`src/rtl/rtc_cfg_pkg.sv`:
```
// Shared types and constants for the RTC configuration writer.
// Contents:
//   state_e     - commit FSM states
//   MODE_*      - config_mode encodings
//   ADDR_*      - RTC register addresses written by each group
//   group_addr  - address of byte idx (0..2) of a configuration group
package rtc_cfg_pkg;

    typedef enum logic [3:0] {
        StIdle,
        StLoad,
        StASetup,
        StAStrobe,
        StAHold,
        StDSetup,
        StDStrobe,
        StDHold,
        StGap,
        StFinish
    } state_e;

    localparam logic [1:0] MODE_NORMAL = 2'd0;
    localparam logic [1:0] MODE_TIME   = 2'd1;
    localparam logic [1:0] MODE_DATE   = 2'd2;
    localparam logic [1:0] MODE_TIMER  = 2'd3;

    localparam logic [7:0] ADDR_SS   = 8'h21;
    localparam logic [7:0] ADDR_MM   = 8'h22;
    localparam logic [7:0] ADDR_HH   = 8'h23;
    localparam logic [7:0] ADDR_DAY  = 8'h24;
    localparam logic [7:0] ADDR_MES  = 8'h25;
    localparam logic [7:0] ADDR_YEAR = 8'h26;
    localparam logic [7:0] ADDR_SS_T = 8'h41;
    localparam logic [7:0] ADDR_MM_T = 8'h42;
    localparam logic [7:0] ADDR_HH_T = 8'h43;

    function automatic logic [7:0] group_addr(input logic [1:0] mode, input logic [1:0] idx);
        logic [7:0] a;
        a = 8'h00;
        case (mode)
            MODE_TIME: begin
                case (idx)
                    2'd0:    a = ADDR_SS;
                    2'd1:    a = ADDR_MM;
                    default: a = ADDR_HH;
                endcase
            end
            MODE_DATE: begin
                case (idx)
                    2'd0:    a = ADDR_DAY;
                    2'd1:    a = ADDR_MES;
                    default: a = ADDR_YEAR;
                endcase
            end
            MODE_TIMER: begin
                case (idx)
                    2'd0:    a = ADDR_SS_T;
                    2'd1:    a = ADDR_MM_T;
                    default: a = ADDR_HH_T;
                endcase
            end
            default: a = 8'h00;
        endcase
        return a;
    endfunction

endpackage

```
`src/rtl/rtc_bus_phase_timer.sv`:
```
// Phase down-counter shared by every timed state of the commit FSM.
// Ports:
//   clk, reset - system clock, synchronous active-high reset
//   load       - load len this cycle (state entry)
//   len        - dwell length minus one
//   expire     - high while the count is zero (last cycle of the phase)
module rtc_bus_phase_timer #(
    parameter int unsigned CW = 8
) (
    input  logic          clk,
    input  logic          reset,
    input  logic          load,
    input  logic [CW-1:0] len,
    output logic          expire
);

    logic [CW-1:0] count_q;

    always_ff @(posedge clk) begin
        if (reset) begin
            count_q <= '0;
        end else if (load) begin
            count_q <= len;
        end else if (count_q != '0) begin
            count_q <= count_q - CW'(1);
        end
    end

    assign expire = (count_q == '0);

endmodule

```
`src/rtl/rtc_config_writer.sv`:
```
// Commits an edited configuration group (time, date or timer) to the external
// RTC over its multiplexed address/data bus when the user leaves that mode.
// Ports:
//   clk, reset          - system clock, synchronous active-high reset
//   config_mode         - 0 normal, 1 time, 2 date, 3 timer
//   btn_data_*          - edited BCD bytes of the three groups
//   rtc_cs_n/rd_n/wr_n  - RTC chip select / read / write strobes (active-low)
//   rtc_a_d             - 0 address phase, 1 data phase
//   rtc_bus_out/_oe     - bus drive value and tristate enable
//   busy                - commit in progress (LOAD..FINISH)
//   done                - one-cycle pulse on the FINISH cycle
module rtc_config_writer
    import rtc_cfg_pkg::*;
#(
    parameter int unsigned T_SETUP  = 3,
    parameter int unsigned T_STROBE = 10,
    parameter int unsigned CW       = 8
) (
    input  logic       clk,
    input  logic       reset,
    input  logic [1:0] config_mode,
    input  logic [7:0] btn_data_SS,
    input  logic [7:0] btn_data_MM,
    input  logic [7:0] btn_data_HH,
    input  logic [7:0] btn_data_DAY,
    input  logic [7:0] btn_data_MES,
    input  logic [7:0] btn_data_YEAR,
    input  logic [7:0] btn_data_SS_T,
    input  logic [7:0] btn_data_MM_T,
    input  logic [7:0] btn_data_HH_T,
    output logic       rtc_cs_n,
    output logic       rtc_rd_n,
    output logic       rtc_wr_n,
    output logic       rtc_a_d,
    output logic [7:0] rtc_bus_out,
    output logic       rtc_bus_oe,
    output logic       busy,
    output logic       done
);

    localparam logic [CW-1:0] SETUP_LEN  = CW'(T_SETUP - 1);
    localparam logic [CW-1:0] STROBE_LEN = CW'(T_STROBE - 1);

    state_e          state_q, state_d;
    logic [1:0]      mode_prev_q;
    logic [1:0]      group_q;
    logic            pending_q;
    logic [1:0]      pending_group_q;
    logic [1:0]      idx_q, idx_d;
    logic [2:0][7:0] data_q;
    logic [2:0][7:0] sel_bytes;
    logic            trigger;
    logic            tmr_load;
    logic            tmr_expire;
    logic [CW-1:0]   tmr_len;

    // The group being left is mode_prev, so a direct 1->2 switch commits time.
    assign trigger  = (mode_prev_q != MODE_NORMAL) && (config_mode != mode_prev_q);
    assign rtc_rd_n = 1'b1;

    always_comb begin
        sel_bytes = '0;
        case (group_q)
            MODE_TIME:  sel_bytes = {btn_data_HH, btn_data_MM, btn_data_SS};
            MODE_DATE:  sel_bytes = {btn_data_YEAR, btn_data_MES, btn_data_DAY};
            MODE_TIMER: sel_bytes = {btn_data_HH_T, btn_data_MM_T, btn_data_SS_T};
            default:    sel_bytes = '0;
        endcase
    end

    always_comb begin
        state_d = state_q;
        idx_d   = idx_q;
        unique case (state_q)
            StIdle:    if (pending_q || trigger) state_d = StLoad;
            StLoad: begin
                state_d = StASetup;
                idx_d   = 2'd0;
            end
            StASetup:  if (tmr_expire) state_d = StAStrobe;
            StAStrobe: if (tmr_expire) state_d = StAHold;
            StAHold:   if (tmr_expire) state_d = StDSetup;
            StDSetup:  if (tmr_expire) state_d = StDStrobe;
            StDStrobe: if (tmr_expire) state_d = StDHold;
            StDHold:   if (tmr_expire) state_d = StGap;
            StGap: begin
                if (tmr_expire) begin
                    if (idx_q < 2'd2) begin
                        idx_d   = idx_q + 2'd1;
                        state_d = StASetup;
                    end else begin
                        state_d = StFinish;
                    end
                end
            end
            StFinish:  state_d = StIdle;
            default:   state_d = StIdle;
        endcase
        // Every state change (including GAP -> A_SETUP) restarts the phase timer.
        tmr_load = (state_d != state_q);
        tmr_len  = (state_d == StAStrobe || state_d == StDStrobe) ? STROBE_LEN : SETUP_LEN;
    end

    rtc_bus_phase_timer #(
        .CW (CW)
    ) u_timer (
        .clk    (clk),
        .reset  (reset),
        .load   (tmr_load),
        .len    (tmr_len),
        .expire (tmr_expire)
    );

    // State, bookkeeping and outputs; outputs are registered from state_d so
    // they line up with the state they belong to.
    always_ff @(posedge clk) begin
        if (reset) begin
            state_q         <= StIdle;
            mode_prev_q     <= MODE_NORMAL;
            group_q         <= MODE_NORMAL;
            pending_q       <= 1'b0;
            pending_group_q <= MODE_NORMAL;
            idx_q           <= 2'd0;
            data_q          <= '0;
            rtc_cs_n        <= 1'b1;
            rtc_wr_n        <= 1'b1;
            rtc_a_d         <= 1'b0;
            rtc_bus_out     <= 8'h00;
            rtc_bus_oe      <= 1'b0;
            busy            <= 1'b0;
            done            <= 1'b0;
        end else begin
            state_q     <= state_d;
            idx_q       <= idx_d;
            mode_prev_q <= config_mode;

            if (state_q == StIdle) begin
                if (pending_q) begin
                    group_q   <= pending_group_q;
                    pending_q <= trigger;
                    if (trigger) pending_group_q <= mode_prev_q;
                end else if (trigger) begin
                    group_q <= mode_prev_q;
                end
            end else if (trigger) begin
                // Single-entry queue: a later trigger overwrites the earlier one.
                pending_q       <= 1'b1;
                pending_group_q <= mode_prev_q;
            end

            if (state_q == StLoad) data_q <= sel_bytes;

            busy       <= (state_d != StIdle);
            done       <= (state_d == StFinish);
            rtc_cs_n   <= !(state_d inside {StASetup, StAStrobe, StAHold,
                                            StDSetup, StDStrobe, StDHold});
            rtc_bus_oe <= (state_d inside {StASetup, StAStrobe, StAHold,
                                           StDSetup, StDStrobe, StDHold});
            rtc_wr_n   <= !(state_d == StAStrobe || state_d == StDStrobe);

            // Bus and a_d only change on entry to a setup phase, never under a strobe.
            if (state_d == StASetup && state_q != StASetup) begin
                rtc_a_d     <= 1'b0;
                rtc_bus_out <= group_addr(group_q, idx_d);
            end
            if (state_d == StDSetup && state_q != StDSetup) begin
                rtc_a_d     <= 1'b1;
                rtc_bus_out <= data_q[idx_q];
            end
        end
    end

endmodule

```
`config.mk`:
```
export PLATFORM = sky130hd
export DESIGN_NAME = rtc_config_writer
export DESIGN_NICKNAME = d
export VERILOG_FILES = /design/src/rtl/rtc_cfg_pkg.sv /design/src/rtl/rtc_bus_phase_timer.sv /design/src/rtl/rtc_config_writer.sv
export SDC_FILE = /design/constraint.sdc
export NUM_CORES = 1
export LEC_CHECK = 0
export ABC_AREA = 1
export CAP_MARGIN = 20
export CORE_MARGIN = 1
export CORE_UTILIZATION = 49
export DETAILED_ROUTE_END_ITERATION = 10
export GPL_TIMING_DRIVEN = 0
export PLACE_DENSITY = 0.86
export RECOVER_POWER = 25
export SYNTH_ARGS = -nofsm -noshare
export SYNTH_HDL_FRONTEND = slang
export SYNTH_SLANG_ARGS = --single-unit
```
`constraint.sdc`:
```
create_clock -name clk -period 2.3 [get_ports clk]
set_input_delay 0.46 -clock clk [delete_from_list [all_inputs] [get_ports clk]]
set_output_delay 0.46 -clock clk [all_outputs]
set_load 0.02 [all_outputs]
```
# Word-level counts from Yosys, hierarchy flattened
# Index checks and enable logic that the tools add are counted.
# word_totals
register_bits	59
in_bits	76
output_inout_bits	15
word_cells	99
# classes
n_addsub	2
order_cmp	2
eq_ne	24
mux	35
reduce_logical	19
# op_table
operator	count
case mux 24 bit (3 select lines)	1
2-to-1 mux 4 bit	10
2-to-1 mux 8 bit	5
case mux 4 bit (9 select lines)	1
== test 4 x 3 -> 1 bit (second input constant)	8
case mux 8 bit (3 select lines)	1
binary-select mux 8 bit (select 2 bit)	1
== test 4 x 2 -> 1 bit (second input constant)	4
case mux 2 bit (2 select lines)	4
2-to-1 mux 2 bit	7
nonzero test 2 bit	5
== test 4 bit (second input constant)	2
zero test 8 bit	1
nonzero test 8 bit	1
subtractor 8 x 1 -> 8 bit (second input constant)	1
nonzero test 6 bit	1
2-to-1 mux 1 bit	5
== test 2 x 1 -> 1 bit (second input constant)	2
== test 2 bit (second input constant)	2
== test 4 x 1 -> 1 bit (second input constant)	1
zero test 4 bit	1
inequality test 4 x 2 -> 1 bit (second input constant)	1
inequality test 4 x 3 -> 1 bit (second input constant)	1
inequality test 4 bit	1
other kinds (11)	15

# Depth between registers and ports, before layout
# Gate-level depths: netlist (run 1).
# depth
word_depth	9
ltp_mapped	17
depth_no_buf	16

# By module
# A second synthesis (run 1) with hierarchy kept.
# unflattened
cells_unflattened	546
hier_area_um2	3453.3
# by_module_without_submodules
mod	n_inst	cells_per_inst	area_each_um2	seq_area_each_um2
rtc_config_writer	1	476	2980.4	1021.0
rtc_bus_phase_timer	1	70	473.0	160.2

# Worst setup path before layout (run 1)
# No wires, ideal clock.
# synth_path
path_type	register to register
start	register idx_q[0]
end	register rtc_bus_out[1]
setup_ns	0.068
t_arrival_ns	1.701
required_ns	2.232
setup_slack_ns	0.531
path_stages_with_launch	11
path_cell_list	dfxtp_1 -> clkbuf_1 -> clkinv_1 -> ha_1 -> o21ai_2 -> inv_1 -> o21ai_1 -> nand3_1 -> nand2_1 -> nand2_1 -> a21oi_2
# synth_between
elab_chain_len	9
elab_cells_between_ends	23
classes_between	1 x add/sub; 1 x order compare; 3 x eq/ne; 14 x mux; 4 x reduce/logical
# synth_rtl
item	line_no	text
from (decl)	rtc_config_writer.sv:49	logic [1:0] idx_q, idx_d;
from (signal assigned)	rtc_config_writer.sv:134	idx_q <= idx_d;
adder 2 x 1 -> 2 bit or < comparator 2 bit (tied branches)	rtc_config_writer.sv:89, rtc_config_writer.sv:88	
2-to-1 mux 2 bit	rtc_config_writer.sv:88	if (idx_q < 2'd2) begin
2-to-1 mux 2 bit	rtc_config_writer.sv:87	if (tmr_expire) begin
case mux 2 bit (2 select lines)	rtc_config_writer.sv:74	unique case (state_q)
== test 2 x 1 -> 1 bit or zero test 2 bit (tied branches)	rtc_cfg_pkg.sv:42, rtc_cfg_pkg.sv:49, rtc_cfg_pkg.sv:56	
case mux 2 bit (2 select lines), on equally long branches	rtc_cfg_pkg.sv:42, rtc_cfg_pkg.sv:56, rtc_cfg_pkg.sv:49	
case mux 8 bit (3 select lines)	rtc_cfg_pkg.sv:40	case (mode)
2-to-1 mux 8 bit	rtc_config_writer.sv:162	if (state_d == StASetup && state_q != StASetup) begin
2-to-1 mux 8 bit	rtc_config_writer.sv:166	if (state_d == StDSetup && state_q != StDSetup) begin
to (signal assigned)	rtc_config_writer.sv:164	rtc_bus_out <= group_addr(group_q, idx_d);
to (signal assigned)	rtc_config_writer.sv:168	rtc_bus_out <= data_q[idx_q];
to (decl)	rtc_config_writer.sv:35	output logic [7:0] rtc_bus_out,
# Several ways; a longest one is shown, not always the timed one. The select of a mux whose other input is x is not followed.
# A chain may end at the register's enable or synchronous reset.

# Worst setup path in the final report (run 1)
# layout_path
start	register u_timer.count_q[0]
end	register rtc_bus_out[3]
# layout_between
elab_chain_len	6
elab_cells_between_ends	15
classes_between	2 x eq/ne; 9 x mux; 4 x reduce/logical
# layout_rtl
item	line_no	text
from (decl)	rtc_bus_phase_timer.sv:17	logic [CW-1:0] count_q;
from (signal assigned)	rtc_bus_phase_timer.sv:23	count_q <= len;
from (signal assigned)	rtc_bus_phase_timer.sv:25	count_q <= count_q - CW'(1);
zero test 8 bit (*)	rtc_bus_phase_timer.sv:29	assign expire = (count_q == '0);
2-to-1 mux 4 bit, or another cell as far along	rtc_config_writer.sv:87	
case mux 4 bit (9 select lines) (*)	rtc_config_writer.sv:74	
== test 4 x 3 -> 1 bit or == test 4 x 2 -> 1 bit (tied branches)	rtc_config_writer.sv:166, rtc_config_writer.sv:162	
logical AND 1 bit, on equally long branches	rtc_config_writer.sv:166, rtc_config_writer.sv:162	
2-to-1 mux 8 bit or nonzero test 2 bit (tied branches)	--	
# Mark *: on every way between the ends. The rest lies on a longest branch, timed or not.

==> results of run 1 <==
[kinds of logic (layout without fill, tap and decap cells)]
logic type | count (synthesis) | count (layout) | share of synthesized area (%)
other cells | 1 | 1 | 0.1114
xor+xnor | 7 | 7 | 1.822
compound gates | 70 | 70 | 12.08
simple gates | 308 | 308 | 39.96
flops | 59 | 59 | 35.09
fa+ha+maj | 9 | 9 | 3.346
buf+inv | 64 | 168 | 7.583
[report_power, final]
part           switching, mW  total, mW  leakage, nW  internal (mW)
Combinational           1.21       1.93         1.39          0.721
Clock                  0.409       1.15        0.120          0.746
Sequential            0.0874       1.24        0.479           1.15
Total                   1.70       4.32         1.99           2.62
[what timing repair did]
| item | 4_1_cts | 5_1_grt |
|---|---|---|
| gates resized for setup | 0 | 3 |
| hold buffers | 0 | 0 |
| endpoints found under the setup margin | 0 | 1 |
[critical path, stage by stage (launching register included)]
cell	delay (ps)
dfxtp_1	290
inv_1	120
ha_1	190
nand2_2	80
nor2_4	170
nand2_2	90
o21ai_2	210
nand3_2	100
nor2_2	140
nand3_4	140
nand2_4	120
inv_2	60
nand2_1	70
a21oi_2	60
[cell usage after synthesis, drive strengths merged, types with 2 or more instances]
library cell,number
nand2,199
dfxtp,59
nor2,51
nand3,45
inv,42
a21oi,38
o21ai,23
clkbuf,15
ha,9
buf,6
nor3,6
xor2,5
a31oi,3
nand4,3
o31ai,3
nand3b,2
or2,2
xnor2,2
[state kept, by name, summed over array words and instances (netlist names)]
| register | count |
|---|---|
| busy | 1 |
| rtc_cs_n | 1 |
| group_q | 2 |
| mode_prev_q | 2 |
| rtc_bus_oe | 1 |
| rtc_wr_n | 1 |
| rtc_bus_out | 8 |
| pending_q | 1 |
| u_timer.count_q | 8 |
| idx_q | 2 |
| pending_group_q | 2 |
| done | 1 |
| rtc_a_d | 1 |
| data_q | 24 |
| state_q | 4 |
[metrics by stage]
stage                     power (mW)  cell area, µm²  worst slack [ps]  hold slack [ps]
after floorplan                2.661            3366             530.6            423.4
after global placement         3.136            4353             105.9            435.8
after detailed placement       3.203            4353             53.73            440.4
after CTS                      4.356            4593             164.7            453.0
after global routing           4.638            4588             96.05            469.7
final                          4.322            4588             328.2            449.8
[routing by layer]
layer	vias up	share of wire (%)	GRT usage (%)
li1	1847	-	-
met1	1551	41	28.86
met2	125	50	46.64
met3	20	5.7	6.420
met4	0	2.7	10.63
met5	-	0	0
[worst max path at each step]
stage	endpoint	slack, ps	cells after the start
floorplan	rtc_bus_out[1]	530	10
global placement	rtc_bus_out[4]	110	13
detailed placement	rtc_bus_out[3]	50	13
CTS	rtc_bus_out[1]	160	10
global route	u_timer.count_q[1]	100	15
finish	rtc_bus_out[3]	330	13
[layout make-up]
type,count,area (µm²),area share (%)
buffer,21,95.09,2.073
clock buffer,11,141.4,3.082
clock inverter,4,98.84,2.154
inverter,43,165.2,3.600
multi-input combinational,395,1919,41.83
sequential,59,1181,25.74
tap,77,96.34,2.100
timing repair buffer,89,890.9,19.42
==> flow_summary.ini, run 1 <==
[critical_path]
cp_max_fo = 8
worstSetupPathType = reg -> reg
required_ps = 2510
critPathLaunchType = flip-flop
reg2reg_setup_slack_ps = 330
arrival_ps = 2180
crit_path_start = u_timer.count_q[0]
r2r-start = u_timer.count_q[0]
worstSetupEndpointType = flip-flop
reg2regPathDepth = 13
r2r-end = rtc_bus_out[3]

[floorplanning]
die-area_mm2 = 0.007205
fp.dieW_um = 84.88
die_h_um = 84.88
coreArea_mm2 = 0.006495
initial_core_util_pct = 51.82
io_pins = 91
rows = 29

[drt]
routed-via-count = 3543
drtIter0Drc = 146
drc = 2
post_drt_wl_per_cell_um = 12.34
antenna_left = 0
drt-total-wl_um = 8629
drtPass1Iterations = 8
vias_per_cell = 5.069

[place]
hpwl_um = 6639
routabilityCongestion = 0.9161
portBuffers = 89
dpl.cell_count = 684

[finish]
finalNonFillerCells = 699
layout.nets = 703
drive_gt1_share_pct = 9.164
final_cell_mix = nand2_1, clkdlybuf4s50_1, dfxtp_1
area_delta_synth_final_pct = 36.32
num-fill-cells = 538
num_antenna_cells = 0
final_common_cell = nand2_1
fin_util_pct = 70.64

[logic_synthesis]
synth_area_leaders = dfxtp_1, nand2_1, nand3_1
syn_nets = 603
netlist_instances = 518
synth_flop_cell = dfxtp_1
ys_ff_latch = 59
synth_cell_type_count = 37
synth_area_mm2 = 0.003366
synth_area_per_cell_um2 = 6.498
synth_top_cell_area_share_pct = 35.09
yosysWarnings = 0
synth_edf_count = 0
yosysSeqAreaShare_pct = 35.09
async_flop_share_pct = 0
yosys.area.top_type = dfxtp_1

[sta]
skew_ps = 9.670
worstMarginPinSlew_ps = 557.6
setup_violations = 0
rsz0062_at_grt = false
period_minus_slack_ps = 1972
finalHoldViolations = 0
clock.fmax_mhz = 507.1
maxSlewViolCount = 0
tns_ps = 0
relSlewSlack_pct = 62.83
fin_crit_sh_pct = 85.73

[global_routing]
grt_pass1_vias = 3395
gr-usage-all-layers_pct = 25.75
overflow = 0
grt_max_degree = 11
grt_pass1_wl_um = 14610
antenna_found_initial = 0

[power]
power.density_mw_per_mm2 = 942.0
vdd_drop_max_v = 0.0004323
p_leak_nw = 1.990

[min_path]
worstHoldEndpoint = pending_group_q[0]
hp-start = pending_group_q[0]
hold_path.class = reg -> reg
hold_depth = 2

[clock_network]
root_buffer = clkbuf_8
clk_pin_slew_ps = 70
cts_setup_buffers = 0
cts.sinks = 59
insertion_delay_ps = 340
cts_tree = done
numCtsBuffers = 9
htree_levels = 3
cts_buffer_depth = 2

[status]
status = finished with violations
failed_checks = design-rule violations

[run]
max_cap_viol_count = 0
No activity file was read; power rests on OpenSTA's default activity.
==> run 2, diff against run 1 <==
- ABC_CLOCK_PERIOD_IN_PS: unset -> 2100
- SKIP_CTS_REPAIR_TIMING: unset -> 1
- clock period: 2.3 -> 2.1 ns (I/O delays scaled with it)
==> flow_summary.ini, run 2 (synthesized netlist as in run 1, its figures left out) <==
[finish]
largest_reg_flops = 24
largest_registers = data_q (24), rtc_bus_out (8), u_timer.count_q (8)
area_delta_synth_final_pct = 36.54
num_antenna_cells = 0
multi_input_area_mm2 = 0.001927
final_area_mm2 = 0.004596
final_common_cell = nand2_1
finalNonFillerCells = 699
largest_register = data_q
layout.nets = 703
register_area_mm2 = 0.001181
final_cell_mix = nand2_1, clkdlybuf4s50_1, dfxtp_1
drive_gt1_share_pct = 9.646
num-fill-cells = 537

[min_path]
hold_path.class = reg -> reg
hold_depth = 2
worstHoldEndpoint = pending_group_q[0]
hp-start = pending_group_q[0]

[clock_network]
cts_buffer_depth = 2
cts.sinks = 59
cts_tree = done
root_buffer = clkbuf_8
insertion_delay_ps = 340
clk_pin_slew_ps = 70
htree_levels = 3
numCtsBuffers = 9

[critical_path]
reg2reg_setup_slack_ps = 150
cp_max_fo = 8
critPathLaunchType = flip-flop
arrival_ps = 2160
worstSetupEndpointType = flip-flop
reg2regPathDepth = 13
cp_common_cell = nand2_2
critical_path.cell_chain = inv_1, ha_1, nand2_2, nor2_4, nand2_2, o21ai_2, nand3_2, nor2_2, nand3_4, nand2_4, inv_2, nand2_1, a21oi_2
r2r-end = rtc_bus_out[3]
critPathSlowestCell = dfxtp_1
worstSetupPathType = reg -> reg
slowest_delay_ps = 310
required_ps = 2310
r2r-start = u_timer.count_q[1]

[floorplanning]
initial_core_util_pct = 51.82
coreArea_mm2 = 0.006495
fp.dieW_um = 84.88
die_h_um = 84.88
die-area_mm2 = 0.007205
rows = 29
io_pins = 91

[power]
vdd_drop_max_v = 0.0004755
p_leak_nw = 1.998
power.density_mw_per_mm2 = 1033

[global_routing]
grt_pass1_wl_um = 14610
grt_max_degree = 11
grt_pass1_vias = 3395
overflow = 0
antenna_found_initial = 0
gr-usage-all-layers_pct = 25.75

[sta]
tns_ps = 0
maxSlewViolCount = 0
finalHoldViolations = 0
worstMarginPinSlew_ps = 567.3
hold_ws_ps = 449.8
relSlewSlack_pct = 62.18
setup_violations = 0
period_minus_slack_ps = 1948
rsz0062_at_grt = false
fin_crit_sh_pct = 92.78
skew_ps = 9.959
clock.fmax_mhz = 513.3

[drt]
vias_per_cell = 5.127
drtIter0Drc = 130
routed-via-count = 3584
post_drt_wl_per_cell_um = 12.38
drc = 2
drtPass1Iterations = 10
drt-total-wl_um = 8654
antenna_left = 0

[place]
portBuffers = 89
hpwl_um = 6639
place_area_mm2 = 0.004353
routabilityCongestion = 0.9161
dpl.cell_count = 684

[status]
status = finished with violations
failed_checks = design-rule violations

[run]
max_cap_viol_count = 0
run 2: cell types whose count changed in the layout (fill, tap and decap cells not counted):
cell | before | now
dlygate4sd3_1 | 5 | 6
nand3_1 | 41 | 40
inv_1 | 36 | 35
nand2_2 | 6 | 7
inv_2 | 6 | 7
nand2_1 | 190 | 189
nand3_2 | 3 | 4
clkdlybuf4s50_1 | 84 | 83
run 2: worst max-delay path by stage:
stage / start / to / slack [ps] / cells after the start
2_1_floorplan: idx_q[0] / rtc_bus_out[1] / 330 / 10
3_3_place_gp: config_mode[1] / rtc_bus_out[4] / -50 / 13
3_5_place_dp: config_mode[0] / rtc_bus_out[3] / -110 / 13
4_1_cts: idx_q[0] / rtc_bus_out[1] / -40 / 10
5_1_grt: u_timer.count_q[1] / u_timer.count_q[1] / 9 / 15
6_report: u_timer.count_q[1] / rtc_bus_out[3] / 150 / 13
run 2: final cells by class:
type | instances | share of cell area (%)
Tap cell | 77 | 2.096
Clock inverter | 4 | 2.151
Multi-Input combinational cell | 395 | 41.93
Buffer | 21 | 2.069
Timing Repair Buffer | 89 | 19.38
Clock buffer | 11 | 3.077
Inverter | 43 | 3.594
Sequential cell | 59 | 25.70
run 2: critical path, delay by kind of cell (launching register included):
kind / cells / cell delay [ps]
compound gates: 2 / 260
simple gates: 8 / 920
fa+ha+maj: 1 / 170
buf+inv: 2 / 150
flops: 1 / 310
run 2: power breakdown:
group / internal, mW / switching (mW) / leakage [nW] / total, mW
sequential: 1.26 / 0.0965 / 0.479 / 1.36
combinational: 0.794 / 1.33 / 1.40 / 2.12
clock: 0.817 / 0.452 / 0.120 / 1.27
total: 2.87 / 1.88 / 2.00 / 4.75
run 2: per-stage QoR:
stage	util [%]	setup WS (ps)	power (mW)
3_3_place_gp	67.02	-54.10	3.435
3_5_place_dp	67.02	-106.3	3.508
2_1_floorplan	-	330.6	2.915
4_1_cts	70.72	-35.30	4.771
6_report	70.76	151.6	4.748
5_1_grt	70.76	9.199	5.089
run 2: routing by layer:
layer | wire length, µm | vias to the layer above | part of all wire (%) | track usage (%)
li1 | - | 1846 | - | -
met1 | 3583 | 1585 | 41 | 28.86
met2 | 4358 | 135 | 50 | 46.64
met3 | 523 | 18 | 6.0 | 6.420
met4 | 189 | 0 | 2.2 | 10.63
met5 | 0 | - | 0 | 0
